**config.mk**
```make
export PLATFORM = sky130hd
export DESIGN_NAME = serial_subtractor_flat
export DESIGN_NICKNAME = d
export VERILOG_FILES = /design/src/rtl/serial_subtractor_if.sv /design/src/rtl/serial_subtractor.sv /design/src/flat_wrapper.sv
export SDC_FILE = /design/constraint.sdc
export NUM_CORES = 1
export LEC_CHECK = 0
export CAP_MARGIN = 30
export CORE_MARGIN = 1
export CORE_UTILIZATION = 30
export CTS_BUF_LIST = sky130_fd_sc_hd__clkbuf_4 sky130_fd_sc_hd__clkbuf_8 sky130_fd_sc_hd__clkbuf_16
export CTS_CLUSTER_SIZE = 30
export DETAILED_ROUTE_END_ITERATION = 12
export HOLD_SLACK_MARGIN = 0.06
export MAX_ROUTING_LAYER = met4
export PLACE_DENSITY = 0.53
export SYNTH_ARGS = -nofsm -noshare
export SYNTH_HDL_FRONTEND = slang
export SYNTH_SLANG_ARGS = --single-unit
```
**constraint.sdc**
```tcl
create_clock -name clk -period 1.6 [get_ports clk]
set_clock_uncertainty 0.2 [all_clocks]
set_input_delay 0.4 -clock clk [delete_from_list [all_inputs] [get_ports clk]]
set_output_delay 0.4 -clock clk [all_outputs]
set_load 0.005 [all_outputs]
```
**src/rtl/serial_subtractor_if.sv**
```systemverilog
// Start/busy/done handshake and parallel operand/result bus of the bit-serial subtractor.
// The master drives the operands and start; the slave returns status and the result.
interface serial_subtractor_if #(
  parameter int WIDTH = 8
);
  logic             start;
  logic [WIDTH-1:0] A;
  logic [WIDTH-1:0] B;
  logic             B_in;
  logic             busy;
  logic             done;
  logic [WIDTH-1:0] D;
  logic             B_out;

  modport master (
    output start, A, B, B_in,
    input  busy, done, D, B_out
  );

  modport slave (
    input  start, A, B, B_in,
    output busy, done, D, B_out
  );
endinterface

```
**src/rtl/serial_subtractor.sv**
```systemverilog
// Bit-serial subtractor: one full-subtractor cell and a borrow flip-flop reused over WIDTH
// clocks, LSB first, computing {B_out, D} = A - B - B_in with a start/busy/done handshake.
module serial_subtractor #(
  parameter int WIDTH = 8
) (
  input logic              clk,
  input logic              rst_n,
  serial_subtractor_if.slave bus
);

  localparam int CNT_W = $clog2(WIDTH) + 1;

  typedef enum logic [1:0] {
    IDLE,
    SHIFT,
    DONE
  } state_t;

  state_t           state;
  logic [WIDTH-1:0] a_reg;
  logic [WIDTH-1:0] b_reg;
  logic [WIDTH-2:0] res_reg;
  logic             br;
  logic [CNT_W-1:0] cnt;
  logic             busy_r;
  logic             done_r;
  logic [WIDTH-1:0] d_r;
  logic             bout_r;

  logic             x;
  logic             y;
  logic             d_bit;
  logic             br_next;
  logic [WIDTH-1:0] res_shift;

  always_comb begin
    x         = a_reg[0];
    y         = b_reg[0];
    d_bit     = x ^ y ^ br;
    br_next   = (~x & y) | (~(x ^ y) & br);
    // Only WIDTH-1 result bits are stored; the current bit completes the word on the last step.
    res_shift = {d_bit, res_reg};
  end

  always_ff @(posedge clk or negedge rst_n) begin
    if (!rst_n) begin
      state   <= IDLE;
      a_reg   <= '0;
      b_reg   <= '0;
      res_reg <= '0;
      br      <= 1'b0;
      cnt     <= '0;
      busy_r  <= 1'b0;
      done_r  <= 1'b0;
      d_r     <= '0;
      bout_r  <= 1'b0;
    end else begin
      case (state)
        IDLE: begin
          done_r <= 1'b0;
          if (bus.start) begin
            a_reg  <= bus.A;
            b_reg  <= bus.B;
            br     <= bus.B_in;
            cnt    <= '0;
            busy_r <= 1'b1;
            state  <= SHIFT;
          end
        end
        SHIFT: begin
          res_reg <= res_shift[WIDTH-1:1];
          a_reg   <= a_reg >> 1;
          b_reg   <= b_reg >> 1;
          br      <= br_next;
          cnt     <= cnt + CNT_W'(1);
          // D and B_out are only updated here, so they hold the previous result during SHIFT.
          if (cnt == CNT_W'(WIDTH - 1)) begin
            d_r    <= res_shift;
            bout_r <= br_next;
            busy_r <= 1'b0;
            done_r <= 1'b1;
            state  <= DONE;
          end
        end
        DONE: begin
          done_r <= 1'b0;
          state  <= IDLE;
        end
        default: begin
          busy_r <= 1'b0;
          done_r <= 1'b0;
          state  <= IDLE;
        end
      endcase
    end
  end

  assign bus.busy  = busy_r;
  assign bus.done  = done_r;
  assign bus.D     = d_r;
  assign bus.B_out = bout_r;

endmodule

```
**src/flat_wrapper.sv**
```systemverilog
// flat-port wrapper written by rule: the top's interface ports become plain ports
module serial_subtractor_flat 
#(
  parameter int WIDTH = 8
)
  (clk, rst_n, bus_start, bus_A, bus_B, bus_B_in, bus_busy, bus_done, bus_D, bus_B_out);
  serial_subtractor_if #(.WIDTH(WIDTH)) bus_i ();
  input logic clk;
  input logic rst_n;
  input wire logic [$bits(bus_i.start)-1:0] bus_start;
  input wire logic [$bits(bus_i.A)-1:0] bus_A;
  input wire logic [$bits(bus_i.B)-1:0] bus_B;
  input wire logic [$bits(bus_i.B_in)-1:0] bus_B_in;
  output wire logic [$bits(bus_i.busy)-1:0] bus_busy;
  output wire logic [$bits(bus_i.done)-1:0] bus_done;
  output wire logic [$bits(bus_i.D)-1:0] bus_D;
  output wire logic [$bits(bus_i.B_out)-1:0] bus_B_out;
  assign bus_i.start = bus_start;
  assign bus_i.A = bus_A;
  assign bus_i.B = bus_B;
  assign bus_i.B_in = bus_B_in;
  assign bus_busy = bus_i.busy;
  assign bus_done = bus_i.done;
  assign bus_D = bus_i.D;
  assign bus_B_out = bus_i.B_out;
  serial_subtractor #(.WIDTH(WIDTH)) u_core (.clk(clk), .rst_n(rst_n), .bus(bus_i));
endmodule
```
[Word-level counts from Yosys, hierarchy flattened]
Cells that the tools add are included.
Cells by class
  equality and inequality tests: 5
  shift operators: 0
  reductions and logical operators: 6
  add/subtract/negate cells: 1
  mux-type cells: 16
  div/mod/pow operators: 0
  order comparisons: 0
  bitwise logic cells: 8
  multiply operators: 0
Operators by type and width (number)
  case mux 8 bit (2 select lines): 2
  2-to-1 mux 8 bit: 2
  case mux 4 bit (2 select lines): 1
  AND reduction 2 bit: 3
  2-to-1 mux 1 bit: 5
  adder 4 x 1 -> 4 bit, second input constant: 1
  == test 4 x 3 -> 1 bit, second input constant: 1
  2-to-1 mux 2 bit: 2
  2-to-1 mux 4 bit: 1
  case mux 2 bit (2 select lines): 1
  NOT 1 bit: 3
  case mux 1 bit (3 select lines): 1
  AND reduction 3 bit: 1
  AND 1 bit: 2
  == test 2 x 1 -> 1 bit, second input constant: 1
  == test 2 bit, second input constant: 1
  logical NOT 2 bit: 1
  inequality test 2 x 1 -> 1 bit, second input constant: 1
  inequality test 2 bit, second input constant: 1
  case mux 1 bit (2 select lines): 1
  nonzero test 2 bit: 1
  bitwise XOR 1 bit: 2
  OR 1 bit: 1
Storage, ports and cells
  memory bits (read-only): 0
  output and inout port bits: 11
  bits in latches: 0
  memories kept: 0
  logic and storage cells: 46
  register bits after elaboration: 41
  bits in writable memories: 0

[Depth between registers and ports, before layout]
Gate-level depths: netlist (run 1).
  depth in word-level cells: 5
  depth in mapped cells: 5

[Least setup slack after synthesis (run 1)]
Ideal clock, no wire load.
  kind: register to register
  start point: register u_core.cnt[0]
  end point: register u_core.d_r[0], in the netlist u_core.bus.D[0]
  path buffers: 0
  required time: 1275 ps
  clock period less this slack: 1522 ps
  cell stages (with the launch flop): 5
  arrival: 1197 ps
  setup time: 125 ps
  setup slack: 78 ps
  cells stage by stage: dfrtp_1 > ha_1 > nand3b_4 > nor2_8 > mux2_2
Between the ends
  longest elaborated chain between the ends: 2
Ends and longest elaborated chain
  start, declared: RTL line serial_subtractor.sv:24  | logic [CNT_W-1:0] cnt;
  start signal, assigned: RTL line serial_subtractor.sv:75  | cnt <= cnt + CNT_W'(1);
  == test 4 x 3 -> 1 bit: RTL line serial_subtractor.sv:77  | if (cnt == CNT_W'(WIDTH - 1)) begin
  AND reduction 2 bit (no line)
  end signal, assigned: RTL line serial_subtractor.sv:78  | d_r <= res_shift;
  end, declared: RTL line serial_subtractor.sv:27  | logic [WIDTH-1:0] d_r;
No other way between the ends.
A chain may end at the register's enable or synchronous reset.

[Final worst setup path (run 1)]
  start point: register u_core.bout_r, in the netlist u_core.bus.B_out
  end point: output bus_B_out
RTL lines
  start, declared: RTL line serial_subtractor.sv:28  | logic bout_r;
  start signal, assigned: RTL line serial_subtractor.sv:79  | bout_r <= br_next;
  end, declared: RTL line flat_wrapper.sv:17  | output wire logic [$bits(bus_i.B_out)-1:0] bus_B_out;
No word-level cell between the ends.

==> impl_metrics.ini, run 1 <==
[timing]
setup_viol_count_final = 0
tns_ps = 0
timing_worst_slew_pin_value_ps = 356.2
rsz_0062_raised_after_global_routing = false
period_needed_ps = 1553
max_clock_freq_mhz = 643.9
final.period_utilization_pct = 97.06
hold_ws_ps = 278.9
hold_viol_final = 0
relSlewSlack_pct = 76.25
final_max_slew_viol_count = 0
setup_slack_ps = 47.07

[worst_setup_path]
critPathArrivalTime_ps = 950
end_kind = primary output
cp_num_buf_inv = 1
critical_path.max_fanout = 2
r2r_end = u_core.bus.D[7]
crit_path_max_delay_cell_type = sky130_fd_sc_hd__dfrtp_1
cp-start-kind = register
timing_worst_setup_path_type = reg -> out
critical_path.max_stage_delay_ps = 400
worst_r2r_path_depth = 3
crit_chain = dlygate4sd2_1
crit-reg2reg-launch = u_core.b_reg[0]
reg2reg_slack_ps = 80
worst-endpoint-required_ps = 1000
critical_path.top_delay_family = flip-flops

[routing]
per_cell_routed_wire_length_microns = 12.86
drcViolationCount = 0
drt_pass1_iterations = 4
antenna_left = 0
wirelength_microns = 3652
vias_per_cell = 4.732
detailroute.via_count = 1344
drtIter0Drc = 45

[placement]
dp.final_hpwl_microns = 2505
worst_setup_timing_slack_at_the_placement_stage_ps = -214.8
routabilityCongestion = 0.7127
portBuffers = 30

[hold_path]
type_of_the_worst_min_delay_path = reg -> reg
timing.hold.worst_endpoint = u_core.res_reg[0]
holdPathStages = 2
min-delay-start = u_core.res_reg[0]

[grt]
global_route.overflow_total = 0
initial_antenna_violation_count = 0
first_pass_grt_wire_length_microns = 6272
number_of_global_route_vias_before_repair = 1324
track_usage_pct = 13.39
grt_max_degree = 30

[clocking]
ctsRootBufferMaster = sky130_fd_sc_hd__clkbuf_8
cts-root-to-sink-buffers = 2
cts_max_level = 2
cts.sink_count = 41
worst_skew_pair.late_latency_ps = 290
cts_tree = done
total_clock_buffers_created_by_cts = 5
clkTransAtPathRegs_ps = 70

[layout]
drive_gt1_share_pct = 19.81
regArea_sq_mm = 0.001027
area_of_the_multi_input_gates_sq_um = 716.9
most-common-layout-cells = sky130_fd_sc_hd__dfrtp_1, sky130_fd_sc_hd__nand2_1, sky130_fd_sc_hd__clkdlybuf4s50_1, sky130_fd_sc_hd__o21ai_0, sky130_fd_sc_hd__buf_4
n_fill_cell = 536
nets = 233
antenna_cells = 0
fin_util_pct = 42.47
layout.cells.most_common = sky130_fd_sc_hd__dfrtp_1
area_growth_pct = 33.73

[floorplan]
dieWidth_microns = 79.28
top_level_ports = 31
start_util_pct = 31.76
core_sq_mm = 0.005642
die-height_microns = 79.28
core.rowCount = 27
fp.dieArea_sq_mm = 0.006285

[synthesis]
synth.ff_latch_count = 41
ys_seq_area_share_pct = 57.26
post_synth_inst_count = 165
postSynth.asyncResetShare_pct = 100.0
synth_cell_types = 29
syn-num-nets = 187
synth-edff-count = 0
postSynth.topFlopCell = sky130_fd_sc_hd__dfrtp_1
synthesis.yosys.warnings = 0
postSynthAreaPerCell_sq_um = 10.86
mappedNetlistArea_sq_mm = 0.001792

[power]
total_power_density_per_cell_area_mw_per_mm2 = 1798
power.static_leakage_nw = 1.117
irDropWorstVdd_v = 0.0005888

[flow_run]
drv_cap = 0

[status]
outcome = complete, no violations
cell usage after synthesis, types with 2 or more instances:
cell type | n | area share (%)
sky130_fd_sc_hd__nand2_1 | 39 | 8.2
sky130_fd_sc_hd__clkbuf_1 | 2 | 0.42
sky130_fd_sc_hd__a22o_1 | 2 | 0.98
sky130_fd_sc_hd__inv_1 | 4 | 0.84
sky130_fd_sc_hd__dfrtp_1 | 41 | 57
sky130_fd_sc_hd__mux2_2 | 9 | 5.7
sky130_fd_sc_hd__a21oi_1 | 5 | 1.4
sky130_fd_sc_hd__buf_2 | 4 | 1.1
sky130_fd_sc_hd__buf_4 | 4 | 1.7
sky130_fd_sc_hd__nor2b_1 | 3 | 1.0
sky130_fd_sc_hd__a22oi_1 | 12 | 5.0
sky130_fd_sc_hd__nand3_1 | 3 | 0.84
sky130_fd_sc_hd__o21ai_0 | 17 | 4.7
sky130_fd_sc_hd__and3b_1 | 3 | 1.5
sky130_fd_sc_hd__nor2_1 | 3 | 0.63
power by group:
part | total [mW] | internal (mW) | switching (mW)
combinational | 1.78 | 0.931 | 0.853
sequential | 1.79 | 1.49 | 0.305
clock | 0.732 | 0.390 | 0.343
total | 4.31 | 2.81 | 1.50
what timing repair did:
action,4_1_cts,5_1_grt
buffers inserted,1,1
setup endpoints to repair,19,20
hold buffers,1,0
gates cloned,1,0
hold endpoints to repair,12,0
pin swaps,1,2
gates resized for setup,12,3
how the worst max path moves through the flow:
stage               slack (ps)              from  cells after the start               to
detailed placement        -210         bus_start                      5  u_core.a_reg[3]
global route                 4   u_core.state[0]                      5  u_core.b_reg[0]
floorplan                   80     u_core.cnt[0]                      4  u_core.bus.D[0]
finish                      50  u_core.bus.B_out                      1        bus_B_out
CTS                          9   u_core.bus.busy                      1         bus_busy
global placement          -150         bus_start                      4  u_core.b_reg[7]
kinds of logic after synthesis:
kind of cell | synth area share, %
adder cells (fa/ha/maj) | 1.816
AO/OA/AOI/OAI | 14.53
flip-flops | 57.26
buffers and inverters | 4.050
AND/OR/NAND/NOR | 16.69
multiplexers | 5.657
area by class of cell:
class / count / share of cell area (%)
flip-flops and latches: 41 / 42.87
clock inverters: 1 / 0.2089
repair buffers: 48 / 18.59
multi-input cells: 111 / 29.92
clock buffers: 7 / 4.021
well taps: 72 / 3.760
inverters: 4 / 0.6266
stage by stage:
step / power [mW] / std cells / area [sq um]
2_1_floorplan: 2.881 / 165 / 1792
3_3_place_gp: 3.618 / 272 / 2257
3_5_place_dp: 3.635 / 272 / 2257
4_1_cts: 4.347 / 283 / 2376
5_1_grt: 4.687 / 284 / 2396
6_report: 4.309 / 284 / 2396
metal layers:
layer	up-vias	GRT usage [%]	part of all wire (%)
li1	659	-	-
met1	653	17.37	49
met2	29	19.91	46
met3	3	3.448	4.2
met4	0	5.455	0.88
met5	-	-	0
Power figures use the tool's default switching activity.
==> inputs of run 2 (changes only) <==
- SLEW_MARGIN: not set -> 10
==> results of run 2 <==
No change in the layout: final DEF, timing and power equal those of run 1.
==> inputs of run 3 (changes only) <==
- GPL_ROUTABILITY_DRIVEN: not set -> 0
- MAX_ROUTING_LAYER: met4 -> not set
- RECOVER_POWER: not set -> 50
==> impl_metrics.ini, run 3 (synthesis gave the netlist of run 1 again) <==
[status]
outcome = complete, no violations

[clocking]
cts-root-to-sink-buffers = 2
cts_tree = done
cts_max_level = 2
clkTransAtPathRegs_ps = 70
worst_skew_pair.late_latency_ps = 290
cts.sink_count = 41
total_clock_buffers_created_by_cts = 5
ctsRootBufferMaster = sky130_fd_sc_hd__clkbuf_8

[power]
power.static_leakage_nw = 1.113
power.combinational.fraction_pct = 41.4
netSwitchingPower_mw = 1.503
sw_frac_of_total_pct = 34.90
total_power_density_per_cell_area_mw_per_mm2 = 1800
clockPowerShare_pct = 17.0
irDropWorstVdd_v = 0.0005891
power_report.internal_total_mw = 2.804
power.sequential.fraction_pct = 41.6

[timing]
hold_viol_final = 0
rsz_0062_raised_after_global_routing = false
setup_viol_count_final = 0
max_clock_freq_mhz = 644.1
period_needed_ps = 1553
final.period_utilization_pct = 97.04
hold_ws_ps = 278.9
relSlewSlack_pct = 73.34
final_max_slew_viol_count = 0
timing_worst_slew_pin_value_ps = 399.9

[routing]
drt_pass1_iterations = 4
per_cell_routed_wire_length_microns = 12.91
antenna_left = 0
detailroute.via_count = 1351
drcViolationCount = 0
drtIter0Drc = 32
wirelength_microns = 3667
vias_per_cell = 4.757

[hold_path]
holdPathStages = 2
timing.hold.worst_endpoint = u_core.res_reg[0]
min-delay-start = u_core.res_reg[0]
type_of_the_worst_min_delay_path = reg -> reg

[grt]
grt_max_degree = 30
global_route.overflow_total = 0
initial_antenna_violation_count = 0
track_usage_pct = 13.03
number_of_global_route_vias_before_repair = 1324
first_pass_grt_wire_length_microns = 6272

[worst_setup_path]
crit_chain = dlygate4sd2_1
end_kind = primary output
crit-reg2reg-launch = u_core.b_reg[0]
cp_num_buf_inv = 1
worst_r2r_path_depth = 3
worst-endpoint-required_ps = 1000
critical_path.top_delay_family = flip-flops
critPathArrivalTime_ps = 950
reg2reg_slack_ps = 80
timing_worst_setup_path_type = reg -> out
r2r_end = u_core.bus.D[7]
critical_path.max_stage_delay_ps = 400
cp-start-kind = register
critical_path.max_fanout = 2
crit_path_max_delay_cell_type = sky130_fd_sc_hd__dfrtp_1

[floorplan]
die-height_microns = 79.28
fp.dieArea_sq_mm = 0.006285
start_util_pct = 31.76
top_level_ports = 31
core_sq_mm = 0.005642
core.rowCount = 27
dieWidth_microns = 79.28

[flow_run]
drv_cap = 0

[layout]
area_growth_pct = 33.52
most-common-layout-cells = sky130_fd_sc_hd__dfrtp_1, sky130_fd_sc_hd__nand2_1, sky130_fd_sc_hd__clkdlybuf4s50_1, sky130_fd_sc_hd__o21ai_0, sky130_fd_sc_hd__buf_4
drive_gt1_share_pct = 19.34
antenna_cells = 0
nets = 233
layout.cells.most_common = sky130_fd_sc_hd__dfrtp_1
finalInstanceArea_sq_mm = 0.002392

[placement]
dpl-instance-area_sq_mm = 0.002257
dp.final_hpwl_microns = 2505
portBuffers = 30
## run 3: cell count changes in the layout (fill, tap and decap cells not counted), sizes merged
cell,change
clkbuf,+2
buf,-2
## run 3: power groups by stage
stage	Clock [mW]	Combinational (mW)	Sequential, mW
after floorplan	0	1.15	1.73
after global placement	0	1.82	1.80
after detailed placement	0	1.83	1.80
after CTS	0.755	1.81	1.78
after global routing	0.803	2.03	1.85
final	0.733	1.78	1.79
## run 3: worst max path at each step
stage               slack, ps  depth (start not counted)             start               to
finish                     50                          1  u_core.bus.B_out        bus_B_out
global route                4                          5   u_core.state[0]  u_core.b_reg[0]
CTS                         9                          1   u_core.bus.busy         bus_busy
detailed placement       -210                          5         bus_start  u_core.a_reg[3]
global placement         -150                          4         bus_start  u_core.b_reg[7]
floorplan                  80                          4     u_core.cnt[0]  u_core.bus.D[0]
## run 3: timing repair
action | 4_1_cts | 5_1_grt
hold buffers | 1 | 0
pin swaps | 1 | 2
endpoints found under the setup margin | 19 | 20
gates cloned | 1 | 0
hold endpoints to repair | 12 | 0
buffers inserted | 1 | 1
gates resized for setup | 12 | 3
## run 3: metrics by stage
step	power, mW	TNS, ps	utilization, %	std cells	setup WS (ps)
3_5_place_dp	3.635	-3140	40.01	272	-214.8
2_1_floorplan	2.881	0	-	165	78.08
3_3_place_gp	3.618	-2715	40.01	272	-152.0
5_1_grt	4.683	0	42.40	284	3.915
4_1_cts	4.347	0	42.12	283	8.536
6_report	4.307	0	42.40	284	47.36
## run 3: metal layers
layer | vias up | GRT usage [%] | wire (microns)
met5 | - | 0 | 0
met4 | 0 | 5.455 | 56
met3 | 5 | 3.448 | 170
met2 | 34 | 19.91 | 1666
met1 | 653 | 17.37 | 1774
li1 | 659 | - | -
## run 3: cell type report
| type | count | area [sq um] |
|---|---|---|
| clock inverter | 1 | 5.005 |
| clock buffer | 7 | 96.34 |
| tap | 72 | 90.09 |
| sequential | 41 | 1027 |
| inverter | 4 | 15.01 |
| timing repair buffer | 48 | 441.7 |
| fill | 538 | 3249 |
| multi-input combinational | 111 | 716.9 |
